$ cat config.mk
export PLATFORM = sky130hd
export DESIGN_NAME = fsm_arbiter
export DESIGN_NICKNAME = d
export VERILOG_FILES = /design/src/rtl/fsm_arbiter.sv
export SDC_FILE = /design/constraint.sdc
export NUM_CORES = 1
export LEC_CHECK = 0
export ABC_CLOCK_PERIOD_IN_PS = 2500
export CORE_AREA = 2 2 41 43
export CTS_CLUSTER_DIAMETER = 50
export DETAILED_ROUTE_END_ITERATION = 10
export DIE_AREA = 0 0 43 45
export PLACE_DENSITY = 0.55
export SKIP_LAST_GASP = 1
export SLEW_MARGIN = 20
export SYNTH_ARGS = -nofsm -noshare
export SYNTH_HDL_FRONTEND = slang
export SYNTH_SLANG_ARGS = --single-unit
$ cat constraint.sdc
create_clock -name clk -period 2.5 [get_ports clk]
set_input_delay 0.5 -clock clk [delete_from_list [all_inputs] [get_ports clk]]
set_output_delay 0.5 -clock clk [all_outputs]
set_load 0.02 [all_outputs]
$ cat src/rtl/fsm_arbiter.sv
// Two-requester arbiter that shares one J/K flip-flop FSM, with grants capped at HOLD cycles.
// Define ROUND_ROBIN_EN to alternate winners on ties; without it, requester 0 always wins ties.
module fsm_arbiter #(
    parameter int HOLD = 4
) (
    input  logic clk,
    input  logic reset,
    input  logic req0,
    input  logic req1,
    input  logic j0,
    input  logic k0,
    input  logic j1,
    input  logic k1,
    input  logic fsm_out,
    output logic gnt0,
    output logic gnt1,
    output logic fsm_j,
    output logic fsm_k,
    output logic done0,
    output logic done1,
    output logic rsp_out
);

    localparam logic [1:0] IDLE    = 2'd0;
    localparam logic [1:0] GRANT   = 2'd1;
    localparam logic [1:0] RELEASE = 2'd2;
    localparam logic [2:0] LOAD    = 3'(HOLD - 1);

    logic [1:0] state_reg, state_next;
    logic [2:0] cnt_reg, cnt_next;
    logic       winner_reg, winner_next;
    logic       rsp_reg;
    logic       pick;
    logic       win_req;

    logic [1:0] req_v, j_v, k_v, gnt_v, done_v;

    assign req_v = {req1, req0};
    assign j_v   = {j1, j0};
    assign k_v   = {k1, k0};

`ifdef ROUND_ROBIN_EN
    logic last_reg;

    // On a tie the requester that did not win last time goes first.
    assign pick = (req0 && req1) ? ~last_reg : ~req0;

    always_ff @(posedge clk or negedge reset) begin
        if (!reset) begin
            last_reg <= 1'b1;
        end else if (state_reg == RELEASE) begin
            last_reg <= winner_reg;
        end
    end
`else
    assign pick = ~req0;
`endif

    assign win_req = req_v[winner_reg];

    always_comb begin
        state_next  = state_reg;
        cnt_next    = cnt_reg;
        winner_next = winner_reg;
        case (state_reg)
            IDLE: begin
                if (req0 || req1) begin
                    state_next  = GRANT;
                    cnt_next    = LOAD;
                    winner_next = pick;
                end
            end
            GRANT: begin
                // The current cycle is always granted; the exit takes effect on the next edge.
                if (cnt_reg == 3'd0 || !win_req) begin
                    state_next = RELEASE;
                end else begin
                    cnt_next = cnt_reg - 3'd1;
                end
            end
            RELEASE: state_next = IDLE;
            default: state_next = IDLE;
        endcase
    end

    always_ff @(posedge clk or negedge reset) begin
        if (!reset) begin
            state_reg  <= IDLE;
            cnt_reg    <= 3'd0;
            winner_reg <= 1'b0;
            rsp_reg    <= 1'b0;
        end else begin
            state_reg  <= state_next;
            cnt_reg    <= cnt_next;
            winner_reg <= winner_next;
            if (state_reg == GRANT && state_next == RELEASE) begin
                rsp_reg <= fsm_out;
            end
        end
    end

    genvar gi;
    generate
        for (gi = 0; gi < 2; gi++) begin : g_req
            assign gnt_v[gi]  = (state_reg == GRANT)   && (winner_reg == 1'(gi));
            assign done_v[gi] = (state_reg == RELEASE) && (winner_reg == 1'(gi));
        end
    endgenerate

    assign gnt0    = gnt_v[0];
    assign gnt1    = gnt_v[1];
    assign done0   = done_v[0];
    assign done1   = done_v[1];
    assign fsm_j   = (state_reg == GRANT) && j_v[winner_reg];
    assign fsm_k   = (state_reg == GRANT) && k_v[winner_reg];
    assign rsp_out = rsp_reg;

endmodule

### After elaboration in Yosys (flattened, before gate mapping)

Index checks and enable logic that the tools add are counted.

* add/sub/neg operators: 1
* order comparisons: 1
* equality and inequality tests: 5
* mux-type cells: 12
* bitwise logic cells: 2
* reductions and logical operators: 15

Operators with widths (count)
* $logic_and A1 B1 Y1: 7
* $mux W1: 6
* $mux W3: 2
* $pmux W3 S2: 1
* $eq A2 B2 Y1 const B: 2
* $mux W2: 2
* $ne A2 B2 Y1 const B: 2
* $pmux W2 S2: 1
* $logic_not A3 Y1: 1
* $reduce_and A3 Y1: 1
* $sub A3 B1 Y3 const B: 1
* $eq A2 B1 Y1 const B: 1
* $logic_not A2 Y1: 1
* $logic_or A1 B1 Y1: 2
* $lt A1 B2 Y1 const B: 1
* $not A1 Y1: 2
* $reduce_and A2 Y1: 1
* $reduce_bool A2 Y1: 1
* $logic_not A1 Y1: 1

* bits in registers: 7
* input port bits: 9
* output and inout port bits: 7
* word-level logic and storage cells: 40

### Depth between registers and ports, before layout

* word-level depth: 8
* mapped depth: 6
* gate-level depth less buffers: 6

### Least setup slack after synthesis

Ideal clock, no wire load.

* path type: register to output
* start: reg state_reg[0]
* end: out done0
* arrival: 1030 ps
* required time: 2000 ps
* path slack: 970 ps
* stages on the path, launching flop included: 3
* path buffers: 1
* path through: dfrtp_1 buf_2 nor3b_1

* word-level cells in the longest chain between the ends: 2

RTL lines
* start: declaration: RTL line 29 `logic [1:0] state_reg, state_next;`
* start signal: assignment: RTL line 93 `state_reg <= state_next;`
* $eq A2 B2 Y1: RTL line 106 `assign done_v[gi] = (state_reg == RELEASE) && (winner_reg == 1'(gi));`
* $logic_and A1 B1 Y1: RTL line 106
* end: declaration: RTL line 19 `output logic done0,`

No other way between the ends.

### Worst setup path after layout

* start: in k1
* end: out fsm_k

* word-level cells in the longest chain between the ends: 3

RTL lines
* start: declaration: RTL line 13 `input logic k1,`
* $mux W1 (not written as such) (2 in a row): RTL line 115 `assign fsm_k = (state_reg == GRANT) && k_v[winner_reg];`
* $logic_and A1 B1 Y1: RTL line 115
* end: declaration: RTL line 18 `output logic fsm_k,`

No other way between the ends. The select of a mux whose other input is x is not followed.

==> results.cfg <==
[drt]
drc = 0
drt-initial-drc-count = 2
route.vias.total = 384
wl_per_cell_um = 11.9
drt_wl_total_um = 932
detail_route.first_pass.iterations = 4
ant_nets = 0
via_per_inst = 4.92

[clocking]
cts-root-buf = clkbuf_4
clk_latency_ns = 0.25
cts_resized = 0
clock_path_buffers = 2
cts_tree = built
ctsHoldBuffers = 0
cts_buffers = 3
ctsHtreeMaxLevel = 1
path_clk_slew_ns = 0.05
cts.sinks = 7
cts_setup_buffers = 0

[min_path]
hp-class = input pin to asynchronous set/reset pin

[global_routing]
grt_util_met1 = 0.143
grt_start_max_net_pins = 10
grt_pass1_wl_um = 1660
grt_pass1_vias = 378
grt_util_met2 = 0.182
grt.met3_usage = 0.0600
groute.usage.overall = 0.115
overflow = 0
grt_busiest_layer = met2
antenna_found_initial = 0

[synth]
synthMuxAreaShare = 0.104
ys_seq_area_frac = 0.405
synth_fa_ha_area_frac = 0.0578
synth_simple_gate_area_frac = 0.194
synth-compound-area-share = 0.168
syn_inst = 45
synth_top_family_by_area = simple AND/OR/NAND/NOR gates
synth_area_per_cell_sq_um = 9.62
synthesis.yosys.warnings = 0
synth.cell_area_sq_um = 433
synth_xor_area_frac = 0
ys_types = 24
syn-num-nets = 56
ys_seq_elements = 7

[finish]
layout_common_cells = clkdlybuf4s50_1, dfrtp_1, nor2_1
fin_util = 0.419
antennaDiodeCount = 0
nets = 74
area_delta_synth_final_pct = 42.5
largest_register_ffs = 3
multiInputGateArea_sq_um = 226
final_layout_size_suffix_gt1_frac = 0.113
seqCellArea_sq_um = 175
layout_commonest_cell = clkdlybuf4s50_1
fill_cells = 147

[worst_setup_path]
arrival_ns = 1.72
end_kind = output pin
cp_top_family = buffers and inverters
worst-path-buf-inv = 2
rr_endpoint = cnt_reg[2]$_DFFE_PN0P_
slowest_stage = clkdlybuf4s50_1
critPathMostFrequentCell = clkdlybuf4s50_1
r2r_cells = 5
r2r-start = cnt_reg[0]$_DFFE_PN0P_
crit_type = input pin to output pin
slowest_delay_ns = 0.61
crit_chain = clkdlybuf4s50_1 > mux2i_1 > nor2_1 > clkdlybuf4s50_1
cp_max_fo = 1
cp_data_required_time_ns = 2.00
r2r_setup_slack_ns = 0.91
start_kind = input pin

[floorplanning]
die-height_um = 45
start_util = 0.294
core-area_sq_um = 1470
die_w_um = 43
rows = 14
die_area_sq_um = 1940
ios = 16

[pwr]
power_density_nw_per_um2 = 1160
peakVddDrop_uv = 551
leakage_nw = 0.276

[job]
cap_violations = 0

[placed_design]
gp_congestion = 0.686
io_buffer_count = 15
hpwl_um = 694

[sta]
hold_violations = 0
worst_pin_slew_ns = 0.414
finalSetupViolCount = 0
period_needed_ns = 2.22
fin_tns_setup_ns = 0
clock.fmax_ghz = 0.450
fin_crit_sh = 0.889
skew_ns = 0.00352
worst_slew_margin_rel = 0.718
slew_violations = 0
rsz0062_at_grt = no

[status]
status = completed
==> worst max path at each step <==
stage	start	endpoint	depth (start not counted)	slack (ns)
after CTS	state_reg[0]$_DFF_PN0_	gnt1	3	0.25
after global routing	state_reg[0]$_DFF_PN0_	fsm_k	3	0.12
after floorplan	state_reg[0]$_DFF_PN0_	done0	2	0.97
after detailed placement	k1	fsm_k	4	0.27
final	k1	fsm_k	4	0.28
after global placement	k1	fsm_k	4	0.27
==> stage by stage <==
stage               power [mW]  instance area [sq um]  hold WS (ns)  worst slack (ns)  instances
floorplan                0.479                    433         0.204             0.970         45
global placement         0.618                    591         0.490             0.271         74
detailed placement       0.618                    591         0.497             0.270         74
CTS                      0.723                    617         0.511             0.247         78
global route             0.776                    617         0.532             0.121         78
finish                   0.713                    617         0.504             0.278         78
==> layout make-up <==
| cell class | instances | share of cell area |
|---|---|---|
| flip-flops and latches | 7 | 0.284 |
| inverters | 5 | 0.0304 |
| repair buffers | 15 | 0.243 |
| multi-input cells | 31 | 0.367 |
| well taps | 16 | 0.0325 |
| clock buffers | 4 | 0.0426 |
==> routing by layer <==
metal	share of wire	vias up
met5	0	-
met1	0.46	173
met4	0	0
met3	0.12	0
li1	-	193
met2	0.42	18
==> power breakdown <==
part / switching [mW] / internal (mW)
registers: 0.0655 / 0.165
logic: 0.188 / 0.194
clock network: 0.0398 / 0.0608
==> logic make-up after synthesis <==
| kind of cell | after synthesis |
|---|---|
| mux | 4 |
| simple gates | 15 |
| fa+ha+maj | 2 |
| compound gates | 10 |
| flops | 7 |
| buf+inv | 7 |
==> cell usage after synthesis <==
library cell	count	share of area
mux2i_1	2	0.046
or4_1	1	0.017
dfrtp_1	7	0.40
inv_1	5	0.043
o32ai_1	1	0.020
nor3_1	1	0.012
buf_4	1	0.017
ha_1	2	0.058
a21oi_1	2	0.023
o211ai_1	2	0.035
a21boi_0	1	0.017
or2_2	1	0.014
a31oi_1	1	0.014
buf_2	1	0.012
mux2_2	1	0.026
o21ai_1	1	0.012
nor2b_1	1	0.014
mux2i_2	1	0.032
nor4b_1	1	0.020
o21ba_2	1	0.023
o211a_1	1	0.023
nor2_1	6	0.052
nand2b_1	2	0.029
nor3b_1	2	0.035
(Power assumes the default switching activity.)
